--- src/rtl/vga_scan_reader.sv ---
// vga_scan_reader: 640x480@60 VGA timing generator that scans a 160x120
// 3-bit framebuffer, pixel-doubling each framebuffer pixel 2^SCALE_SHIFT
// times per axis. The pixel clock is clk/2; everything runs in the clk
// domain, gated by the pixel tick.
//
// Read port: fb_addr is registered on a pixel tick; the memory must return
// fb_data one clk later. The colour stage samples fb_data on the following
// pixel tick (two clks after the address changed), so a one-clk synchronous
// RAM fits without any handshake.
//
// Optional build macro: SCANLINE_EFFECT_EN blanks the colour (not the
// syncs or blank_n) on odd screen lines.
module vga_scan_reader #(
  parameter int H_ACTIVE    = 640,
  parameter int H_FP        = 16,
  parameter int H_SYNC      = 96,
  parameter int H_BP        = 48,
  parameter int V_ACTIVE    = 480,
  parameter int V_FP        = 10,
  parameter int V_SYNC      = 2,
  parameter int V_BP        = 33,
  parameter int SCALE_SHIFT = 2,
  parameter int FB_W        = 160
) (
  input  logic        clk,
  input  logic        resetn,
  output logic [14:0] fb_addr,
  input  logic [2:0]  fb_data,
  output logic [9:0]  vga_r,
  output logic [9:0]  vga_g,
  output logic [9:0]  vga_b,
  output logic        vga_hs,
  output logic        vga_vs,
  output logic        vga_blank_n,
  output logic        vga_sync_n,
  output logic        vga_clk,
  output logic        frame_start
);

  localparam int H_TOTAL = H_ACTIVE + H_FP + H_SYNC + H_BP;
  localparam int V_TOTAL = V_ACTIVE + V_FP + V_SYNC + V_BP;
  localparam int HW      = $clog2(H_TOTAL);
  localparam int VW      = $clog2(V_TOTAL);

  localparam logic [HW-1:0] H_LAST   = HW'(H_TOTAL - 1);
  localparam logic [HW-1:0] H_ACT    = HW'(H_ACTIVE);
  localparam logic [HW-1:0] H_SYNC_S = HW'(H_ACTIVE + H_FP);
  localparam logic [HW-1:0] H_SYNC_E = HW'(H_ACTIVE + H_FP + H_SYNC);
  localparam logic [VW-1:0] V_LAST   = VW'(V_TOTAL - 1);
  localparam logic [VW-1:0] V_ACT    = VW'(V_ACTIVE);
  localparam logic [VW-1:0] V_SYNC_S = VW'(V_ACTIVE + V_FP);
  localparam logic [VW-1:0] V_SYNC_E = VW'(V_ACTIVE + V_FP + V_SYNC);

  logic          phase;
  logic          pix_en;
  logic [HW-1:0] hcount;
  logic [VW-1:0] vcount;

  logic          raw_hs;
  logic          raw_vs;
  logic          raw_active;
  logic [14:0]   addr_next;

  logic          s1_hs;
  logic          s1_vs;
  logic          s1_active;
  logic          colour_on;

  // Pixel tick is every second clk; the phase bit doubles as the pixel clock.
  assign pix_en     = phase;
  assign vga_clk    = phase;
  assign vga_sync_n = 1'b0;

  // Raw timing decode for the counter position about to be sampled.
  assign raw_hs     = !((hcount >= H_SYNC_S) && (hcount < H_SYNC_E));
  assign raw_vs     = !((vcount >= V_SYNC_S) && (vcount < V_SYNC_E));
  assign raw_active = (hcount < H_ACT) && (vcount < V_ACT);
  assign addr_next  = 15'((int'(vcount) >> SCALE_SHIFT) * FB_W
                          + (int'(hcount) >> SCALE_SHIFT));

`ifdef SCANLINE_EFFECT_EN
  logic s1_odd;

  // Carry the line parity alongside the sync bits so the dimmed line stays
  // aligned with its own blank/sync.
  always_ff @(posedge clk) begin
    if (!resetn) begin
      s1_odd <= 1'b0;
    end else if (pix_en) begin
      s1_odd <= vcount[0];
    end
  end

  assign colour_on = s1_active && !s1_odd;
`else
  assign colour_on = s1_active;
`endif

  // Phase toggle: restarts at 0 so the first tick lands on the 2nd clk.
  always_ff @(posedge clk) begin
    if (!resetn) begin
      phase <= 1'b0;
    end else begin
      phase <= ~phase;
    end
  end

  // Horizontal/vertical position counters, free running on pixel ticks.
  always_ff @(posedge clk) begin
    if (!resetn) begin
      hcount <= '0;
      vcount <= '0;
    end else if (pix_en) begin
      if (hcount == H_LAST) begin
        hcount <= '0;
        vcount <= (vcount == V_LAST) ? '0 : vcount + VW'(1);
      end else begin
        hcount <= hcount + HW'(1);
      end
    end
  end

  // Stage 1: issue the read and capture sync/active for this position.
  // Outside the visible area the address is left alone.
  always_ff @(posedge clk) begin
    if (!resetn) begin
      fb_addr   <= '0;
      s1_hs     <= 1'b1;
      s1_vs     <= 1'b1;
      s1_active <= 1'b0;
    end else if (pix_en) begin
      if (raw_active) begin
        fb_addr <= addr_next;
      end
      s1_hs     <= raw_hs;
      s1_vs     <= raw_vs;
      s1_active <= raw_active;
    end
  end

  // Stage 2: colour from the returned data, aligned with delayed sync/blank.
  always_ff @(posedge clk) begin
    if (!resetn) begin
      vga_r       <= '0;
      vga_g       <= '0;
      vga_b       <= '0;
      vga_hs      <= 1'b1;
      vga_vs      <= 1'b1;
      vga_blank_n <= 1'b0;
    end else if (pix_en) begin
      vga_r       <= colour_on ? {10{fb_data[2]}} : 10'd0;
      vga_g       <= colour_on ? {10{fb_data[1]}} : 10'd0;
      vga_b       <= colour_on ? {10{fb_data[0]}} : 10'd0;
      vga_hs      <= s1_hs;
      vga_vs      <= s1_vs;
      vga_blank_n <= s1_active;
    end
  end

  // One-clk pulse right after the tick that wraps the counters to (0,0).
  always_ff @(posedge clk) begin
    if (!resetn) begin
      frame_start <= 1'b0;
    end else begin
      frame_start <= pix_en && (hcount == H_LAST) && (vcount == V_LAST);
    end
  end

endmodule
--- config.mk ---
export PLATFORM = sky130hd
export DESIGN_NAME = vga_scan_reader
export DESIGN_NICKNAME = d
export VERILOG_FILES = /design/src/rtl/vga_scan_reader.sv
export SDC_FILE = /design/constraint.sdc
export NUM_CORES = 1
export LEC_CHECK = 0
export CAP_MARGIN = 30
export CORE_MARGIN = 3
export CORE_UTILIZATION = 45
export CTS_CLUSTER_SIZE = 20
export DETAILED_ROUTE_END_ITERATION = 8
export PLACE_DENSITY = 0.74
export REMOVE_ABC_BUFFERS = 1
export SYNTH_ARGS = -nofsm -noshare
export SYNTH_HDL_FRONTEND = slang
export SYNTH_SLANG_ARGS = --single-unit
--- constraint.sdc ---
create_clock -name clk -period 3.5 [get_ports clk]
set_input_delay 0.7 -clock clk [delete_from_list [all_inputs] [get_ports clk]]
set_output_delay 0.7 -clock clk [all_outputs]
set_load 0.03 [all_outputs]
==> impl_metrics.json, run 1 <==
{
  "status": "completed",
  "cts_max_path_buffers": 2,
  "multi_input_area_mm2": 0.001539,
  "dp_hpwl_um": 3791,
  "via_count": 2127,
  "ys.warnings.count": 0,
  "grt_first_pass_wirelength_um": 8590,
  "yosys-top-cells-area": "dfxtp_1 (33%), ha_1 (9.1%), buf_4 (7.6%)",
  "antenna_found_initial": 0,
  "cp.arrival_ns": 3.18,
  "port_buffers": 54,
  "ys_seq_area_frac": 0.3348,
  "h-tree-depth": 2,
  "cts_buffers": 5,
  "layout_commonest_cell": "clkdlybuf4s50_1",
  "post-cts-setup-buffers": 0,
  "reg2reg_to": "fb_addr[14]$_SDFFE_PN0P_",
  "drcViolationCount": 0,
  "cpPeakStageDelay_ns": 0.49,
  "skew_ns": 0.004495,
  "cts_tree": "yes",
  "diodes": 0,
  "slew_headroom": 0.5918,
  "viasPerCell": 5.163,
  "r2r_slack_ns": 0.54,
  "slowest_stage": "or4_1",
  "rsz0062_at_grt": "no",
  "hold_violations": 0,
  "ctsResizeCount": 0,
  "die_area_mm2": 0.007085,
  "cp_max_fo": 9,
  "syn2layout_area_growth_pct": 17.61,
  "drive_gt1_frac": 0.03824,
  "dr.pass1.iters": 4,
  "clk_latency_ns": 0.29,
  "drt_iter0_markers": 111,
  "clockRootBuffer": "clkbuf_8",
  "ys_types": 51,
  "fin_cells": 412,
  "grt_pass1_vias": 1898,
  "die_y_um": 84.18,
  "clock_sinks": 46,
  "die_width_um": 84.18,
  "cp_common_cell": "ha_1",
  "required_ns": 3.72,
  "pin_count": 56,
  "yosys_register_bits": 46,
  "finalMaxSlewViolations": 0,
  "endpoint_kind": "register",
  "initial_core_util": 0.4817,
  "hold_buffers": 0,
  "worstMarginPinSlew_ns": 0.6122,
  "largest_reg_flops": 15,
  "synth_edf_count": 0,
  "p_total_uw": 973.6,
  "grt-ovfl-total": 0,
  "setup_slack_ns": 0.5404,
  "reg2reg_depth": 8,
  "synth_top_cell_area_share": 0.3348,
  "wl_per_cell_um": 12.38,
  "yosysTopAreaCell": "dfxtp_1",
  "hp-class": "register to register",
  "grt_max_degree": 35,
  "path_delay_family": "adder cells",
  "fin_nets": 366,
  "r2r_start": "vcount[5]$_SDFFE_PN0P_",
  "path_clk_slew_ns": 0.08,
  "dp_cells": 404,
  "finish.utilization": 0.5665,
  "dp_worst_setup_slack_ns": 0.5498,
  "p_leak_nw": 1.261,
  "async_flop_share": 0,
  "cp_cell_sequence": "ha_1, ha_1, fa_1, a211oi_2, o22ai_1, or4_1, or3_1, a31oi_1",
  "whs_endpoint": "s1_vs$_SDFFE_PN1P_",
  "globalplace.congestion": 0.8107,
  "peakVddDrop_mv": 0.1553,
  "regArea_um2": 920.9,
  "crit_buf_inv": 0,
  "min_from": "s1_vs$_SDFFE_PN1P_",
  "postRouteAntennaNets": 0,
  "finalCritPeriodShare": 0.8456,
  "fin_tns_setup_ns": 0,
  "layout_common_cells": "clkdlybuf4s50_1 (54), dfxtp_1 (46), nand2_1 (30)",
  "cap_violations": 0,
  "grt_usage": 0.1448,
  "drt_wl_total_um": 5099,
  "min_path_cells": 2,
  "crit_type": "register to register",
  "ys.flop_type": "dfxtp_1",
  "core_mm2": 0.005709,
  "critPathLaunchType": "register",
  "largestRegisters": "fb_addr (15), hcount (10), vcount (10)",
  "syn_area_per_cell_um2": 8.731,
  "largest-register": "fb_addr",
  "rows": 27,
  "syn_area_mm2": 0.002750,
  "fillers": 511,
  "setup_viol": 0,
  "synth_cells": 315,
  "power_density_mw_per_mm2": 301.0,
  "layout_min_cycle_time_ns": 2.960,
  "fmax_mhz": 337.9
}
-- layout make-up --
type / instances / share of cell area
clock buffer: 7 / 0.02669
inverter: 10 / 0.01161
tap: 72 / 0.02785
sequential: 46 / 0.2847
timing repair buffer: 56 / 0.1718
clock inverter: 1 / 0.001547
multi-input combinational: 220 / 0.4758
-- synth_stat cells (2+ instances only) --
library cell	n
o21ai_1	2
nand3b_1	2
nand4_1	11
nand3_1	7
buf_4	28
a21boi_0	13
xnor2_1	16
nor2_1	22
and4_1	3
and2_1	5
and3_1	7
a21oi_1	7
xor2_1	7
o21ai_0	10
or3_1	2
o211a_1	4
o21ba_1	2
nor3_1	7
fa_1	2
ha_1	20
nand2_1	30
clkbuf_1	9
mux2i_1	4
nand2b_1	6
inv_1	10
nor2b_1	9
dfxtp_1	46
-- tightest hold or removal path: cells and delay by family (launching register included) --
family / cells / cell delay [ns]
flip-flops: 1 / 0.32
AO/OA/AOI/OAI: 1 / 0.05
buffers and inverters: 1 / 0.05
-- per-layer routing --
metal | track usage | routed length, µm | up-vias
li1 | - | - | 1112
met1 | 0.1829 | 2447 | 959
met2 | 0.2403 | 2308 | 52
met3 | 0.03729 | 297 | 4
met4 | 0.04825 | 46 | 0
met5 | 0 | 0 | -
-- per-stage QoR --
stage	area (µm²)	hold WS [ns]
finish	3234	0.4600
global route	3234	0.4917
CTS	3234	0.4605
detailed placement	3143	0.4455
global placement	3143	0.4435
floorplan	2497	0.4252
-- kinds of logic (layout without fill, tap and decap cells) --
group | count (synthesis) | in the layout | share of synthesized area
simple gates | 119 | 119 | 0.2275
compound gates | 51 | 51 | 0.1374
buf+inv | 49 | 74 | 0.1055
flops | 46 | 46 | 0.3348
xor+xnor | 23 | 23 | 0.07325
fa+ha+maj | 22 | 22 | 0.1056
mux | 4 | 4 | 0.01456
other cells | 1 | 1 | 0.001364
-- worst max-delay path by stage --
stage	startpoint	end	slack (ns)	cells past startpoint
floorplan	vga_b[8]$_SDFFE_PN0P_	vga_b[0]	0.59	0
finish	vcount[5]$_SDFFE_PN0P_	fb_addr[14]$_SDFFE_PN0P_	0.54	8
global route	vcount[5]$_SDFFE_PN0P_	fb_addr[14]$_SDFFE_PN0P_	0.33	8
detailed placement	vcount[5]$_SDFFE_PN0P_	fb_addr[14]$_SDFFE_PN0P_	0.55	8
CTS	vcount[5]$_SDFFE_PN0P_	fb_addr[14]$_SDFFE_PN0P_	0.54	8
global placement	vcount[5]$_SDFFE_PN0P_	fb_addr[14]$_SDFFE_PN0P_	0.63	8
-- power breakdown --
part	internal, mW	switching (mW)
sequential	0.533	0.0118
clock	0.159	0.171
combinational	0.0418	0.0572
total	0.734	0.240
No activity file was read; power rests on OpenSTA's default activity.
==> inputs of run 2 (changes only) <==
Clock period 3.5 ns to 2.75 ns, I/O delays scaled along.
==> run 2 against run 1 <==
Combinational power rose by 32%. Non-clock buffer count rose by 9. Sequential power grew 27%. Clock skew rose by 0.0035 ns. Worst hold slack worse by 0.0072 ns. Fmax grew 12%. Core utilization grew 2.0 points. Power increased by 24%. Cell count is 1.9% higher. Global-route usage increased by 0.99 points. Sequential share of layout area shrank 0.92 points. Largest cell class unchanged. Highest routed layer unchanged.
==> impl_metrics.json, run 2 (synthesis gave the netlist of run 1 again) <==
{
  "clockRootBuffer": "clkbuf_8",
  "grt_pass1_vias": 1994,
  "slew_headroom": 0.6032,
  "pin_count": 56,
  "die_width_um": 84.18,
  "die_y_um": 84.18,
  "crit_buf_inv": 2,
  "cp_common_cell": "buf_4",
  "syn2layout_area_growth_pct": 21.70,
  "die_area_mm2": 0.007085,
  "wl_per_cell_um": 12.51,
  "cts_max_path_buffers": 2,
  "drive_gt1_frac": 0.07759,
  "postRouteAntennaNets": 0,
  "cp_max_fo": 8,
  "antenna_found_initial": 0,
  "r2r_slack_ns": 0.10,
  "hold-worst-slack_ns": 0.4528,
  "fin_nets": 375,
  "path_clk_slew_ns": 0.08,
  "hold_violations": 0,
  "grt-ovfl-total": 0,
  "viasPerCell": 5.145,
  "crit_type": "register to register",
  "rows": 27,
  "finalCritPeriodShare": 0.9636,
  "cp.arrival_ns": 2.87,
  "setup_viol": 0,
  "core_mm2": 0.005709,
  "required_ns": 2.97,
  "reg2reg_depth": 9,
  "critPathLaunchType": "register",
  "setup_slack_ns": 0.1001,
  "layout_min_cycle_time_ns": 2.650,
  "via_count": 2161,
  "drt_wl_total_um": 5255,
  "fmax_mhz": 377.4,
  "min_from": "s1_vs$_SDFFE_PN1P_",
  "cts_tree": "yes",
  "cts_buffers": 5,
  "post-cts-setup-buffers": 0,
  "layout_common_cells": "clkdlybuf4s50_1 (54), dfxtp_1 (45), nand2_1 (30)",
  "h-tree-depth": 2,
  "worstMarginPinSlew_ns": 0.5952,
  "reg2reg_to": "fb_addr[14]$_SDFFE_PN0P_",
  "cpPeakStageDelay_ns": 0.51,
  "drt_iter0_markers": 114,
  "hp-class": "register to register",
  "finalMaxSlewViolations": 0,
  "grt_first_pass_wirelength_um": 9135,
  "cap_violations": 0,
  "grt_usage": 0.1546,
  "grt_max_degree": 26,
  "clk_latency_ns": 0.30,
  "globalplace.congestion": 0.8240,
  "dp_hpwl_um": 3971,
  "layout_commonest_cell": "clkdlybuf4s50_1",
  "r2r_start": "vcount[5]$_SDFFE_PN0P_",
  "slowest_stage": "or4_1",
  "largest_reg_flops": 15,
  "port_buffers": 54,
  "clock_sinks": 46,
  "initial_core_util": 0.4817,
  "largest-register": "fb_addr",
  "whs_endpoint": "s1_vs$_SDFFE_PN1P_",
  "min_path_cells": 2,
  "cp_cell_sequence": "buf_4, ha_1, ha_4, a211oi_4, buf_4, o21ba_1, or4_1, or3_1, a31oi_1",
  "peakVddDrop_mv": 0.2396,
  "power_density_mw_per_mm2": 359.8,
  "endpoint_kind": "register",
  "dp_worst_setup_slack_ns": 0.02888,
  "drcViolationCount": 0,
  "dr.pass1.iters": 4,
  "skew_ns": 0.007964,
  "path_delay_family": "simple AND/OR/NAND/NOR gates",
  "fin_cells": 420,
  "p_leak_nw": 1.291,
  "status": "completed",
  "dp_cells": 413,
  "largestRegisters": "fb_addr (15), hcount (10), vcount (10)",
  "diodes": 0
}
[run 2: worst max-delay path by stage]
stage | startpoint | endpoint | slack, ns | cells past startpoint
floorplan | vga_b[8]$_SDFFE_PN0P_ | vga_b[0] | -0.01 | 0
global placement | vcount[3]$_SDFFE_PN0P_ | fb_addr[14]$_SDFFE_PN0P_ | 0.08 | 8
detailed placement | vcount[3]$_SDFFE_PN0P_ | fb_addr[14]$_SDFFE_PN0P_ | 0.03 | 8
CTS | vcount[3]$_SDFFE_PN0P_ | fb_addr[14]$_SDFFE_PN0P_ | 0.003 | 8
global route | vcount[5]$_SDFFE_PN0P_ | fb_addr[14]$_SDFFE_PN0P_ | -0.004 | 9
finish | vcount[5]$_SDFFE_PN0P_ | fb_addr[14]$_SDFFE_PN0P_ | 0.10 | 9
[run 2: layout make-up]
| class | instances | area (µm²) |
|---|---|---|
| Clock buffer | 7 | 76.32 |
| Fill cell | 515 | 2362 |
| Inverter | 10 | 37.54 |
| Multi-Input combinational cell | 220 | 1598 |
| Sequential cell | 46 | 922.1 |
| Tap cell | 72 | 90.09 |
| Timing Repair Buffer | 65 | 623.1 |
[run 2: worst min-delay path, delay by kind of cell (launching register included)]
kind	cells	cell delay [ns]
AO/OA/AOI/OAI	1	0.05
flip-flops	1	0.31
buffers and inverters	1	0.04
[run 2: stage by stage]
step           area (µm²)  utilization  power [mW]  setup TNS [ns]
2_1_floorplan        2497            -      0.7773         -0.4088
3_3_place_gp         3211       0.5623      0.8342               0
3_5_place_dp         3211       0.5623      0.8372               0
4_1_cts              3287       0.5757       1.217               0
5_1_grt              3347       0.5862       1.258       -0.004043
6_report             3347       0.5862       1.204               0
[run 2: layer usage]
layer / wire, µm / share of wire / GRT usage / vias up
met5: 0 / 0 / 0 / -
met4: 124 / 0.024 / 0.05994 / 0
met3: 293 / 0.056 / 0.03925 / 9
met2: 2379 / 0.45 / 0.2532 / 54
met1: 2457 / 0.47 / 0.1952 / 978
li1: - / - / - / 1120
[run 2: where the power goes]
part / switching (mW) / leakage [nW] / internal [mW]
clock: 0.209 / 0.0383 / 0.175
combinational: 0.0763 / 0.879 / 0.0544
sequential: 0.0114 / 0.373 / 0.678
total: 0.297 / 1.29 / 0.907
[run 2: timing repair]
action,CTS,global route
gates resized for setup,0,9
setup endpoints to repair,0,2
hold buffers,0,0
